File: src/rtl/segment_pkg.sv
// ============================================================================
// Module      : segment_pkg
// Description : Shared constants and register-map helpers for segment_scan_ctrl.
// Revision    : 1.0 - initial release
// ============================================================================
`default_nettype none

package segment_pkg;

    localparam int PWM_BITS = 4;

    localparam logic [PWM_BITS-1:0] BRIGHT_RST = 4'd15;
    localparam logic                CTRL_RST   = 1'b1;

    // Control registers sit directly above the NUM_DIGITS digit bytes.
    function automatic logic [3:0] blink_addr(input int n);
        return 4'(n);
    endfunction

    function automatic logic [3:0] bright_addr(input int n);
        return 4'(n + 1);
    endfunction

    function automatic logic [3:0] ctrl_addr(input int n);
        return 4'(n + 2);
    endfunction

endpackage

`default_nettype wire

File: src/rtl/segment_scan_ctrl_if.sv
// ============================================================================
// Module      : segment_scan_ctrl_if
// Description : 8-bit Avalon-MM register bus between CPU and segment_scan_ctrl.
// Revision    : 1.0 - initial release
// ============================================================================
`default_nettype none

interface segment_scan_ctrl_if;

    logic [3:0] slave_address;
    logic       slave_read;
    logic       slave_write;
    logic [7:0] slave_writedata;
    logic [7:0] slave_readdata;

    modport master (
        output slave_address,
        output slave_read,
        output slave_write,
        output slave_writedata,
        input  slave_readdata
    );

    modport slave (
        input  slave_address,
        input  slave_read,
        input  slave_write,
        input  slave_writedata,
        output slave_readdata
    );

endinterface

`default_nettype wire

File: src/rtl/segment_scan_timer.sv
// ============================================================================
// Module      : segment_scan_timer
// Description : Free-running prescaler, digit index, blink phase and PWM phase.
// Revision    : 1.0 - initial release
// ============================================================================
`default_nettype none

module segment_scan_timer
    import segment_pkg::*;
#(
    parameter int NUM_DIGITS    = 8,
    parameter int SCAN_DIV_LOG2 = 17,
    parameter int BLINK_LOG2    = 9,
    parameter int IDX_W         = (NUM_DIGITS > 1) ? $clog2(NUM_DIGITS) : 1
) (
    input  wire logic                clk,
    input  wire logic                reset,
    output logic [IDX_W-1:0]         o_digit_idx,
    output logic                     o_blink_phase,
    output logic [PWM_BITS-1:0]      o_pwm_phase
);

    localparam logic [IDX_W-1:0] c_idx_last = IDX_W'(NUM_DIGITS - 1);

    logic [SCAN_DIV_LOG2-1:0] r_presc;
    logic [IDX_W-1:0]         r_idx;
    logic [BLINK_LOG2-1:0]    r_blink_cnt;
    logic                     r_blink_phase;
    logic                     w_tick;

    // Tick is the last prescaler count, so everything advances as it wraps to 0.
    assign w_tick = &r_presc;

    always_ff @(posedge clk or posedge reset) begin
        if (reset) begin
            r_presc       <= '0;
            r_idx         <= '0;
            r_blink_cnt   <= '0;
            r_blink_phase <= 1'b0;
        end else begin
            r_presc <= r_presc + SCAN_DIV_LOG2'(1);
            if (w_tick) begin
                if (r_idx == c_idx_last) begin
                    r_idx <= '0;
                end else begin
                    r_idx <= r_idx + IDX_W'(1);
                end
                r_blink_cnt <= r_blink_cnt + BLINK_LOG2'(1);
                if (&r_blink_cnt) begin
                    r_blink_phase <= ~r_blink_phase;
                end
            end
        end
    end

    assign o_digit_idx   = r_idx;
    assign o_blink_phase = r_blink_phase;
    assign o_pwm_phase   = r_presc[SCAN_DIV_LOG2-1 -: PWM_BITS];

endmodule

`default_nettype wire

File: src/rtl/segment_scan_ctrl.sv
// ============================================================================
// Module      : segment_scan_ctrl
// Description : Multiplexed seven-segment controller with Avalon-MM registers,
//               brightness PWM and per-digit blink. Define SEG_READBACK_EN to
//               enable register readback; otherwise slave_readdata is 0.
// Revision    : 1.0 - initial release
// ============================================================================
`default_nettype none

module segment_scan_ctrl
    import segment_pkg::*;
#(
    parameter int NUM_DIGITS    = 8,
    parameter int SCAN_DIV_LOG2 = 17,
    parameter int BLINK_LOG2    = 9,
    parameter int EN_ACTIVE_LOW = 1
) (
    input  wire logic              clk,
    input  wire logic              reset,
    segment_scan_ctrl_if.slave     avs,
    output logic [7:0]             seg_data,
    output logic [NUM_DIGITS-1:0]  digit_en
);

    localparam int IDX_W = (NUM_DIGITS > 1) ? $clog2(NUM_DIGITS) : 1;

    localparam logic [3:0] c_blink_addr  = blink_addr(NUM_DIGITS);
    localparam logic [3:0] c_bright_addr = bright_addr(NUM_DIGITS);
    localparam logic [3:0] c_ctrl_addr   = ctrl_addr(NUM_DIGITS);
    localparam logic [NUM_DIGITS-1:0] c_en_off = (EN_ACTIVE_LOW != 0) ? '1 : '0;

    logic [NUM_DIGITS-1:0][7:0] r_digit;
    logic [NUM_DIGITS-1:0]      r_blink_mask;
    logic [PWM_BITS-1:0]        r_bright;
    logic                       r_enable;

    logic [IDX_W-1:0]           w_digit_idx;
    logic                       w_blink_phase;
    logic [PWM_BITS-1:0]        w_pwm_phase;

    logic [7:0]                 w_cur_seg;
    logic                       w_cur_blink;
    logic [NUM_DIGITS-1:0]      w_onehot;
    logic                       w_visible;

    logic [7:0]                 r_seg_data;
    logic [NUM_DIGITS-1:0]      r_digit_en;

    segment_scan_timer #(
        .NUM_DIGITS    (NUM_DIGITS),
        .SCAN_DIV_LOG2 (SCAN_DIV_LOG2),
        .BLINK_LOG2    (BLINK_LOG2),
        .IDX_W         (IDX_W)
    ) u_timer (
        .clk           (clk),
        .reset         (reset),
        .o_digit_idx   (w_digit_idx),
        .o_blink_phase (w_blink_phase),
        .o_pwm_phase   (w_pwm_phase)
    );

    always_ff @(posedge clk or posedge reset) begin
        if (reset) begin
            r_digit      <= '0;
            r_blink_mask <= '0;
            r_bright     <= BRIGHT_RST;
            r_enable     <= CTRL_RST;
        end else if (avs.slave_write) begin
            for (int i = 0; i < NUM_DIGITS; i++) begin
                if (avs.slave_address == 4'(i)) begin
                    r_digit[i] <= avs.slave_writedata;
                end
            end
            if (avs.slave_address == c_blink_addr) begin
                r_blink_mask <= avs.slave_writedata[NUM_DIGITS-1:0];
            end
            if (avs.slave_address == c_bright_addr) begin
                r_bright <= avs.slave_writedata[PWM_BITS-1:0];
            end
            if (avs.slave_address == c_ctrl_addr) begin
                r_enable <= avs.slave_writedata[0];
            end
        end
    end

`ifdef SEG_READBACK_EN
    logic [7:0] w_rdata;
    logic [7:0] r_rdata;

    always_comb begin
        w_rdata = '0;
        for (int i = 0; i < NUM_DIGITS; i++) begin
            if (avs.slave_address == 4'(i)) begin
                w_rdata = r_digit[i];
            end
        end
        if (avs.slave_address == c_blink_addr) begin
            w_rdata = 8'(r_blink_mask);
        end
        if (avs.slave_address == c_bright_addr) begin
            w_rdata = 8'(r_bright);
        end
        if (avs.slave_address == c_ctrl_addr) begin
            w_rdata = {7'b0, r_enable};
        end
    end

    // Sampled from pre-write register state, so a same-cycle write is not seen.
    always_ff @(posedge clk or posedge reset) begin
        if (reset) begin
            r_rdata <= '0;
        end else if (avs.slave_read) begin
            r_rdata <= w_rdata;
        end
    end

    assign avs.slave_readdata = r_rdata;
`else
    logic w_unused_read;
    assign w_unused_read      = avs.slave_read;
    assign avs.slave_readdata = '0;
`endif

    always_comb begin
        w_cur_seg   = '0;
        w_cur_blink = 1'b0;
        w_onehot    = '0;
        for (int i = 0; i < NUM_DIGITS; i++) begin
            if (w_digit_idx == IDX_W'(i)) begin
                w_cur_seg   = r_digit[i];
                w_cur_blink = r_blink_mask[i];
                w_onehot[i] = 1'b1;
            end
        end
    end

    // Blinking digits are lit only in the second half of each blink period.
    assign w_visible = r_enable
                     && (w_pwm_phase <= r_bright)
                     && (!w_cur_blink || w_blink_phase);

    always_ff @(posedge clk or posedge reset) begin
        if (reset) begin
            r_seg_data <= '0;
            r_digit_en <= c_en_off;
        end else if (w_visible) begin
            r_seg_data <= w_cur_seg;
            r_digit_en <= w_onehot ^ c_en_off;
        end else begin
            r_seg_data <= '0;
            r_digit_en <= c_en_off;
        end
    end

    assign seg_data = r_seg_data;
    assign digit_en = r_digit_en;

endmodule

`default_nettype wire

File: src/flat_wrapper.sv
// flat-port wrapper written by rule: the top's interface ports become plain ports
module segment_scan_ctrl_flat import segment_pkg::*;
#(
    parameter int NUM_DIGITS    = 8,
    parameter int SCAN_DIV_LOG2 = 17,
    parameter int BLINK_LOG2    = 9,
    parameter int EN_ACTIVE_LOW = 1
)
  (clk, reset, seg_data, digit_en, avs_slave_address, avs_slave_read, avs_slave_write, avs_slave_writedata, avs_slave_readdata);
  segment_scan_ctrl_if avs_i ();
  input  wire logic clk;
  input  wire logic reset;
  output logic [7:0] seg_data;
  output logic [NUM_DIGITS-1:0] digit_en;
  input wire logic [$bits(avs_i.slave_address)-1:0] avs_slave_address;
  input wire logic [$bits(avs_i.slave_read)-1:0] avs_slave_read;
  input wire logic [$bits(avs_i.slave_write)-1:0] avs_slave_write;
  input wire logic [$bits(avs_i.slave_writedata)-1:0] avs_slave_writedata;
  output wire logic [$bits(avs_i.slave_readdata)-1:0] avs_slave_readdata;
  assign avs_i.slave_address = avs_slave_address;
  assign avs_i.slave_read = avs_slave_read;
  assign avs_i.slave_write = avs_slave_write;
  assign avs_i.slave_writedata = avs_slave_writedata;
  assign avs_slave_readdata = avs_i.slave_readdata;
  segment_scan_ctrl #(.NUM_DIGITS(NUM_DIGITS), .SCAN_DIV_LOG2(SCAN_DIV_LOG2), .BLINK_LOG2(BLINK_LOG2), .EN_ACTIVE_LOW(EN_ACTIVE_LOW)) u_core (.clk(clk), .reset(reset), .avs(avs_i), .seg_data(seg_data), .digit_en(digit_en));
endmodule
File: config.mk
export PLATFORM = sky130hd
export DESIGN_NAME = segment_scan_ctrl_flat
export DESIGN_NICKNAME = d
export VERILOG_FILES = /design/src/rtl/segment_pkg.sv /design/src/rtl/segment_scan_ctrl_if.sv /design/src/rtl/segment_scan_timer.sv /design/src/rtl/segment_scan_ctrl.sv /design/src/flat_wrapper.sv
export SDC_FILE = /design/constraint.sdc
export NUM_CORES = 1
export LEC_CHECK = 0
export BUFFER_PORTS_ARGS = -buffer_cell sky130_fd_sc_hd__buf_2
export CAP_MARGIN = 15
export CORE_UTILIZATION = 65
export DETAILED_ROUTE_END_ITERATION = 6
export HOLD_SLACK_MARGIN = 0.02
export PLACE_DENSITY = 0.85
export SETUP_SLACK_MARGIN = 0.5
export SLEW_MARGIN = 20
export SYNTH_ARGS = -nofsm -noshare
export SYNTH_HDL_FRONTEND = slang
export SYNTH_HIERARCHICAL = 1
export SYNTH_SLANG_ARGS = --single-unit
File: constraint.sdc
create_clock -name clk -period 8.7 [get_ports clk]
set_clock_uncertainty 0.05 [all_clocks]
set_input_delay 1.74 -clock clk [delete_from_list [all_inputs] [get_ports clk]]
set_output_delay 1.74 -clock clk [all_outputs]
set_load 0.01 [all_outputs]
# Word-level counts from Yosys, hierarchy flattened
# Index checks and enable logic that the tools add are counted.
[word_totals]
reg_bits = 123
in_bits = 16
out_inout_bits = 24
elab_cells = 86
[classes]
add_sub_neg = 3
magnitude_cmp = 1
eq_ne = 17
n_mux = 27
bitwise = 2
reduce_logical = 19
[op_table]
columns = ["op", "count"]
rows = [
  ["$mux W8", 10],
  ["$reduce_and A26 Y1", 1],
  ["$reduce_and A2 Y1", 11],
  ["$add A17 B1 Y17 const B", 1],
  ["$reduce_and A17 Y1", 1],
  ["$eq A4 B3 Y1 const B", 4],
  ["$mux W1", 16],
  ["$eq A3 B3 Y1 const B", 4],
  ["$eq A4 B4 Y1 const B", 3],
  ["$add A9 B1 Y9 const B", 1],
  ["$eq A4 B2 Y1 const B", 2],
  ["$not A8 Y8", 1],
  ["$eq A3 B2 Y1 const B", 2],
  ["$eq A4 B1 Y1 const B", 1],
  ["$le A4 B4 Y1", 1],
  ["$logic_not A4 Y1", 1],
  ["$add A3 B1 Y3 const B", 1],
  ["$eq A3 B1 Y1 const B", 1],
  ["$logic_not A3 Y1", 1],
  ["$mux W3", 1],
  ["$logic_and A1 B1 Y1", 2],
  ["$logic_not A1 Y1", 1],
  ["$logic_or A1 B1 Y1", 1],
  ["$not A1 Y1", 1],
]

# Logic depth before layout (Yosys ltp)
# Gate-level depths: netlist (run 1).
[depth]
word_depth = 13
ltp_mapped = 9
mapped_depth_nobuf = 7

# Cells and area by module
# The synthesis (run 1) kept the hierarchy.
[by_module_without_submodules]
columns = ["module", "instances", "cells_per_inst", "area_per_inst_um2", "seq_area_each_um2"]
rows = [
  ["segment_scan_ctrl", 1, 317, 4276.6, 2343.5],
  ["segment_scan_timer", 1, 110, 1303.8, 750.7],
]

# Worst setup path after synthesis (run 1)
# Ideal clock, no wire load.
[synth_path]
kind = "input to register"
start = "in avs_slave_address[3]"
end = "reg u_core/r_digit[28] in the netlist's numbering"
arrival_ns = 2.872
required_ns = 8.525
path_slack_ns = 5.653
stages = 4
path_buffers = 1
path_cell_list = "nor3b_1 > and3_1 > clkbuf_1 > mux2_2"
[synth_via]
elab_chain_cells = 2
[synth_rtl]
columns = ["element", "line", "text"]
rows = [
  ["start: declaration", "flat_wrapper.sv:15", "input wire logic [$bits(avs_i.slave_address)-1:0] avs_slave_address;"],
  ["$eq A4 B2 Y1", "segment_scan_ctrl.sv:70", "if (avs.slave_address == 4'(i)) begin"],
  ["$reduce_and A2 Y1 (no source line)", "-", ""],
  ["end signal: indexed assignment", "segment_scan_ctrl.sv:71", "r_digit[i] <= avs.slave_writedata;"],
  ["end: declaration", "segment_scan_ctrl.sv:32", "logic [NUM_DIGITS-1:0][7:0] r_digit;"],
]
# No other way between the ends.
# A chain may end at the register's enable or synchronous reset.

# Final worst setup path (run 1)
[layout_path]
start = "in avs_slave_address[3]"
end = "reg u_core/r_digit[19] in the netlist's numbering"
# Same word-level chain as after synthesis.

==> flow_metrics.py, run 1 <==
metrics = {
    "layout": {
        "fillers": 516,
        "area_delta_synth_final_pct": 13.0,
        "drive_gt1_share_pct": 37.3,
        "antenna_cells": 0,
        "final_cell_mix": "dfrtp_1 (110), mux2_2 (79), buf_2 (30)",
        "mostFrequentLayoutCell": "dfrtp_1",
        "ff_latch_area_mm2": 0.00309,
        "multi_input_area_mm2": 0.00229,
        "fin_nets": 479,
    },
    "clock_tree": {
        "cts_tree": "built",
        "cts_root_buf": "clkbuf_8",
        "clkSlewWorstSetupHoldPaths_ns": 0.05,
        "clock_sinks": 123,
        "cts.htree.levels": 4,
        "numCtsBuffers": 17,
        "clock_latency_ns": 0.52,
        "cts.path.max_buffers": 2,
        "cts_hold_buf": 0,
        "post_cts_buffers": 0,
        "post_cts_resize_count": 0,
    },
    "power_and_ir_drop": {
        "power.density_mw_per_mm2": 247,
        "worst_ir_drop_vdd_mv": 0.144,
        "finalPower_mw": 1.56,
        "p_leak_nw": 2.83,
    },
    "synthesis": {
        "ys_warn_count": 6,
        "synth_top_area_share_pct": 49.3,
        "synth_async_sr_flop_share_pct": 100,
        "avgSynthCellArea_um2": 13.1,
        "ys_ff_latch": 123,
        "netlist_area_mm2": 0.00558,
        "synth_edf_count": 0,
        "netlist_top_cells_area": "dfrtp_1 (49%), mux2_2 (16%), dfstp_2 (6.1%), mux4_2 (4.0%), xnor2_1 (2.0%)",
        "ys.flop_type": "dfrtp_1",
        "netlist_instances": 427,
        "seq_area_frac_synth_pct": 55.4,
        "ys_types": 47,
        "yosysTopAreaCell": "dfrtp_1",
    },
    "timing": {
        "tns_ns": 0,
        "rsz0062_at_grt": "false",
        "hold_ws_ns": 0.421,
        "tightestPinTransition_ns": 1.14,
        "relSlewSlack_pct": 23.7,
        "slew_violations": 0,
        "setup_viol": 0,
        "hold_viol_final": 0,
        "max_freq_mhz": 322,
        "period_minus_slack_ns": 3.11,
        "fin_crit_sh_pct": 35.7,
    },
    "global_routing": {
        "grt_pass1_wl_um": 17500,
        "grt_max_degree": 77,
        "grt-ovfl-total": 0,
        "antenna_found_initial": 0,
        "grt_pass1_vias": 3528,
        "grtUsageTotal_pct": 27.2,
    },
    "worst_setup_path": {
        "cp-end-kind": "flip-flop",
        "worst_ep_required_time_ns": 9.05,
        "cp_max_fo": 8,
        "crit_chain": "buf_2 > nor3b_1 > nand3b_1 > mux2_2",
        "cp_slowest_cell": "nand3b_1",
        "crit_family": "simple AND/OR/NAND/NOR gates",
        "cp_num_cells": 4,
        "r2r_cells": 7,
        "cp_num_buf_inv": 1,
        "worstSetupPathType": "input port to flip-flop",
        "critPathArrivalTime_ns": 3.46,
        "worst_setup_path_start_kind": "input port",
        "crit_path_max_incr_delay_ns": 0.62,
    },
    "routing": {
        "dr.first_iter.drc_count": 278,
        "firstDrtPassIters": 4,
        "via_per_inst": 5.91,
        "drc_errors": 0,
        "wl_per_cell_um": 18.9,
        "via_count": 3382,
        "finalWirelength_um": 10800,
        "antenna_left": 0,
    },
    "die": {
        "ios": 40,
        "die_h_um": 94.7,
        "initial_core_util_pct": 67.6,
        "core_area_mm2": 0.00826,
        "chipWidth_um": 94.7,
        "fp-row-count": 33,
        "die-area_mm2": 0.00896,
    },
    "outcome": {
        "status": "complete, no violations",
    },
    "placement": {
        "hpwl_um": 6540,
        "gp_congestion": 0.791,
        "numPortBuffers": 30,
    },
    "job": {
        "drv_cap": 0,
    },
    "min_path": {
        "min_path_type": "flip-flop to flip-flop",
        "holdPathStages": 1,
    },
}
==> worst paths after layout <==
path | start | endpoint | slack (ns)
min in group asynchronous | reset | u_core/r_digit[42] | 1.12
max | avs_slave_address[3] | u_core/r_digit[19] | 5.59
max in group asynchronous | reset | u_core/r_digit[51] | 6.25
min reg2reg | u_core/u_timer/r_presc[0] | u_core/u_timer/r_presc[0] | 0.42
max reg2reg | u_core/r_bright[1] | u_core/digit_en[1] | 6.34
min | u_core/u_timer/r_presc[0] | u_core/u_timer/r_presc[0] | 0.42
==> metal layers <==
| layer | up-vias | global-route usage, % | share of wire, % |
|---|---|---|---|
| met5 | - | 0 | 0 |
| met4 | 0 | 16.4 | 3.7 |
| met3 | 41 | 7.17 | 5.6 |
| met2 | 103 | 43.6 | 49 |
| met1 | 1691 | 33.1 | 42 |
| li1 | 1547 | - | - |
==> per-stage QoR <==
| stage | setup slack, ns | cells | instance area, um2 | utilization, % |
|---|---|---|---|---|
| 5_1_grt | 5.47 | 572 | 6300 | 76.3 |
| 2_1_floorplan | 4.51 | 434 | 5610 | - |
| 3_3_place_gp | 5.18 | 540 | 5740 | 69.5 |
| 3_5_place_dp | 5.16 | 540 | 5740 | 69.5 |
| 4_1_cts | 5.71 | 572 | 6300 | 76.3 |
| 6_report | 5.59 | 572 | 6300 | 76.3 |
==> cells by family after synthesis <==
kind of cell	count (synthesis)	share of synthesized area, %
mux	101	22.2
buf+inv	43	3.97
xor+xnor	23	3.61
fa+ha+maj	9	2.02
simple gates	98	9.22
other cells	1	0.0672
compound gates	29	3.45
flops	123	55.4
==> cell usage after synthesis (9+ instances only) <==
library cell / instances
inv_1: 10
mux2_2: 79
nand2_1: 29
ha_1: 9
dfstp_2: 13
mux4_2: 10
clkbuf_1: 16
xnor2_1: 13
buf_4: 13
nor2_1: 21
mux2i_1: 11
xor2_1: 10
dfrtp_1: 110
o21ai_0: 10
==> final cells by class <==
class | instances | area share (%)
Timing Repair Buffer | 34 | 2.86
Inverter | 10 | 0.615
Tap cell | 105 | 2.08
Clock buffer | 20 | 7.07
Multi-Input combinational cell | 268 | 36.3
Clock inverter | 12 | 1.95
Sequential cell | 123 | 49.1
==> power breakdown <==
part	internal [mW]	total [mW]	switching [mW]
Combinational	0.101	0.181	0.0800
Sequential	0.667	0.712	0.0450
Clock	0.419	0.662	0.243
==> registers in the layout, summed over array words and instances, names as in the netlist <==
name / flops
u_core/r_bright: 4
u_core/digit_en: 8
u_core/u_timer/r_blink_cnt: 9
u_core/r_blink_mask: 8
u_core/u_timer/o_blink_phase: 1
u_core/u_timer/r_presc: 17
u_core/seg_data: 8
u_core/r_digit: 64
u_core/u_timer/o_digit_idx: 3
u_core/r_enable: 1
(Power assumes the default switching activity.)
==> run 2, diff against run 1 <==
--- a/config.mk
+++ b/config.mk
@@ -7,10 +7,10 @@
 export LEC_CHECK = 0
 export BUFFER_PORTS_ARGS = -buffer_cell sky130_fd_sc_hd__buf_2
 export CAP_MARGIN = 15
-export CORE_UTILIZATION = 65
+export CORE_UTILIZATION = 60
 export DETAILED_ROUTE_END_ITERATION = 6
 export HOLD_SLACK_MARGIN = 0.02
-export PLACE_DENSITY = 0.85
+export PLACE_DENSITY = 0.79
 export SETUP_SLACK_MARGIN = 0.5
 export SLEW_MARGIN = 20
 export SYNTH_ARGS = -nofsm -noshare
==> constraint.sdc (replaced) <==
create_clock -name clk -period 3.15 [get_ports clk]
set_clock_uncertainty 0.05 [all_clocks]
set_input_delay 0.63 -clock clk [delete_from_list [all_inputs] [get_ports clk]]
set_output_delay 0.63 -clock clk [all_outputs]
set_load 0.01 [all_outputs]
==> run 2 against run 1 <==
Against the previous run:
- the flow now finishes with violations (DRC)
- worst hold slack got worse by 0.0028 ns
- register-to-register slack got worse by 5.6 ns
- sequential power rose to 2.8 times the previous value
- via count up 2.5%
- routed wire length rose by 1.9%
- final cell count rose by 1.7%
- total power rose to 2.8 times the previous value
- design area increased by 1.5%
- clock-buffer cell count down 2
- critical path depth grew 3
- non-clock buffer count up 7
- critical path type is now flip-flop to flip-flop
- critical endpoint is now u_core/digit_en[1]
- largest cell class unchanged
- largest power group unchanged
==> flow_metrics.py, run 2 (synthesized netlist as in run 1, its figures left out) <==
metrics = {
    "min_path": {
        "holdPathStages": 3,
        "min_path_type": "input port to flip-flop",
    },
    "die": {
        "core_area_mm2": 0.00885,
        "ios": 40,
        "chipWidth_um": 98.4,
        "fp-row-count": 34,
        "initial_core_util_pct": 63.1,
        "die_h_um": 98.4,
        "die-area_mm2": 0.00969,
    },
    "routing": {
        "via_count": 3467,
        "wl_per_cell_um": 18.9,
        "drc_errors": 3,
        "antenna_left": 0,
        "firstDrtPassIters": 6,
        "via_per_inst": 5.96,
        "dr.first_iter.drc_count": 205,
        "finalWirelength_um": 11000,
    },
    "clock_tree": {
        "cts.htree.levels": 4,
        "cts_tree": "built",
        "cts.path.max_buffers": 2,
        "post_cts_buffers": 0,
        "cts_root_buf": "clkbuf_8",
        "clock_latency_ns": 0.50,
        "cts_hold_buf": 1,
        "post_cts_resize_count": 0,
        "clock_sinks": 123,
        "numCtsBuffers": 17,
        "clkSlewWorstSetupHoldPaths_ns": 0.06,
    },
    "timing": {
        "tns_ns": 0,
        "slew_violations": 0,
        "relSlewSlack_pct": 52.3,
        "tightestPinTransition_ns": 0.713,
        "max_freq_mhz": 417,
        "setup_viol": 0,
        "rsz0062_at_grt": "false",
        "fin_crit_sh_pct": 76.0,
        "hold_viol_final": 0,
        "period_minus_slack_ns": 2.40,
    },
    "layout": {
        "multi_input_area_mm2": 0.00229,
        "mostFrequentLayoutCell": "dfrtp_1",
        "final_core_util_pct": 72.3,
        "fin_nets": 486,
        "top_register": "u_core/r_digit",
        "antenna_cells": 0,
        "ff_latch_area_mm2": 0.00309,
        "largest_reg_flops": 64,
        "largestRegisters": "u_core/r_digit x64, u_core/u_timer/r_presc x17, u_core/u_timer/r_blink_cnt x9",
        "final_cell_mix": "dfrtp_1 (110), mux2_2 (79), buf_2 (30)",
        "drive_gt1_share_pct": 38.0,
        "area_delta_synth_final_pct": 14.6,
        "fillers": 574,
    },
    "placement": {
        "numPortBuffers": 30,
        "hpwl_um": 6950,
        "gp_congestion": 0.741,
    },
    "global_routing": {
        "top_usage_layer": "met2",
        "grt-ovfl-total": 0,
        "antenna_found_initial": 0,
        "gr-usage-met1_pct": 31.3,
        "grt_pass1_vias": 3597,
        "grtUsageMet3_pct": 6.60,
        "met2_usage_pct": 42.5,
        "grtUsageTotal_pct": 25.3,
        "grt_pass1_wl_um": 18300,
        "grt_max_degree": 59,
    },
    "worst_setup_path": {
        "worst_ep_required_time_ns": 3.52,
        "cp_slowest_cell": "or4b_1",
        "critPathCapture": "u_core/digit_en[1]",
        "worst_setup_path_start_kind": "flip-flop",
        "rrSetupSlack_ns": 0.75,
        "r2r_cells": 7,
        "crit_path_max_incr_delay_ns": 0.56,
        "cp_max_fo": 15,
        "critPathArrivalTime_ns": 2.76,
        "worstSetupPathType": "flip-flop to flip-flop",
        "crit_chain": "inv_1 > ha_1 > nor2b_1 > o21bai_1 > o2bb2ai_1 > o211ai_2 > or4b_1",
        "startpoint": "u_core/r_bright[1]",
        "cp-end-kind": "flip-flop",
        "r2r_end": "u_core/digit_en[1]",
        "rr_startpoint": "u_core/r_bright[1]",
    },
    "power_and_ir_drop": {
        "seq_power_share_pct": 44.9,
        "clkPwrFrac_pct": 43.4,
        "p_leak_nw": 2.87,
        "worst_ir_drop_vdd_mv": 0.320,
        "p_int_mw": 3.29,
        "power.density_mw_per_mm2": 683,
        "pwr-share-comb_pct": 11.6,
        "p_sw_mw": 1.08,
        "switching_share_pct": 24.7,
    },
    "outcome": {
        "status": "complete, but fails checks",
        "violations": "DRC",
    },
    "job": {
        "drv_cap": 0,
    },
}
==> run 2: changes by cell type in the layout (fill, tap and decap cells not counted), sizes merged <==
cell         delta
buf             +6
clkbuf          -2
clkinv          -7
clkinvlp        +3
dlygate4sd3     +1
inv             +6
==> run 2: through the flow <==
step | instance area (um2) | cells | hold slack, ns | setup WS (ns) | total power [mW]
2_1_floorplan | 5610 | 434 | 0.387 | 1.16 | 2.35
3_3_place_gp | 5800 | 549 | 0.401 | 0.719 | 2.44
3_5_place_dp | 5800 | 549 | 0.418 | 0.693 | 2.49
4_1_cts | 6400 | 582 | 0.396 | 0.775 | 4.41
5_1_grt | 6400 | 582 | 0.412 | 0.648 | 4.55
6_report | 6400 | 582 | 0.418 | 0.755 | 4.37
==> run 2: power groups by stage <==
stage               Combinational, mW  Clock (mW)  Sequential, mW
floorplan                       0.393           0            1.96
global placement                0.474           0            1.97
detailed placement              0.500           0            1.99
CTS                             0.511        1.93            1.96
global route                    0.556        2.00            1.99
finish                          0.508        1.90            1.97
==> run 2: per-layer routing <==
layer	up-vias	wire length, um
met3	26	444
li1	1555	-
met1	1799	4660
met5	-	0
met2	87	5620
met4	0	303
==> run 2: layout make-up <==
cell class,instances,share of cell area (%)
repair buffers,41,3.87
clock inverters,14,2.50
multi-input cells,268,35.8
flip-flops and latches,123,48.4
well taps,108,2.11
clock buffers,18,6.69
inverters,10,0.645
==> run 2: critical path, delay by kind of cell (launching register included) <==
| family | cells | cell delay [ns] |
|---|---|---|
| AND/OR/NAND/NOR | 2 | 0.71 |
| AO/OA/AOI/OAI | 3 | 0.68 |
| flip-flops | 1 | 0.51 |
| adder cells (fa/ha/maj) | 1 | 0.30 |
| buffers and inverters | 1 | 0.05 |
==> run 2: worst min-delay path by stage <==
stage                                   start                   endpoint  slack (ns)
floorplan           u_core/u_timer/r_presc[0]  u_core/u_timer/r_presc[0]        0.39
global placement    u_core/u_timer/r_presc[0]  u_core/u_timer/r_presc[0]        0.40
detailed placement  u_core/u_timer/r_presc[0]  u_core/u_timer/r_presc[0]        0.42
CTS                    avs_slave_writedata[2]         u_core/r_bright[2]        0.40
global route           avs_slave_writedata[2]         u_core/r_bright[2]        0.41
finish                 avs_slave_writedata[2]         u_core/r_bright[2]        0.42
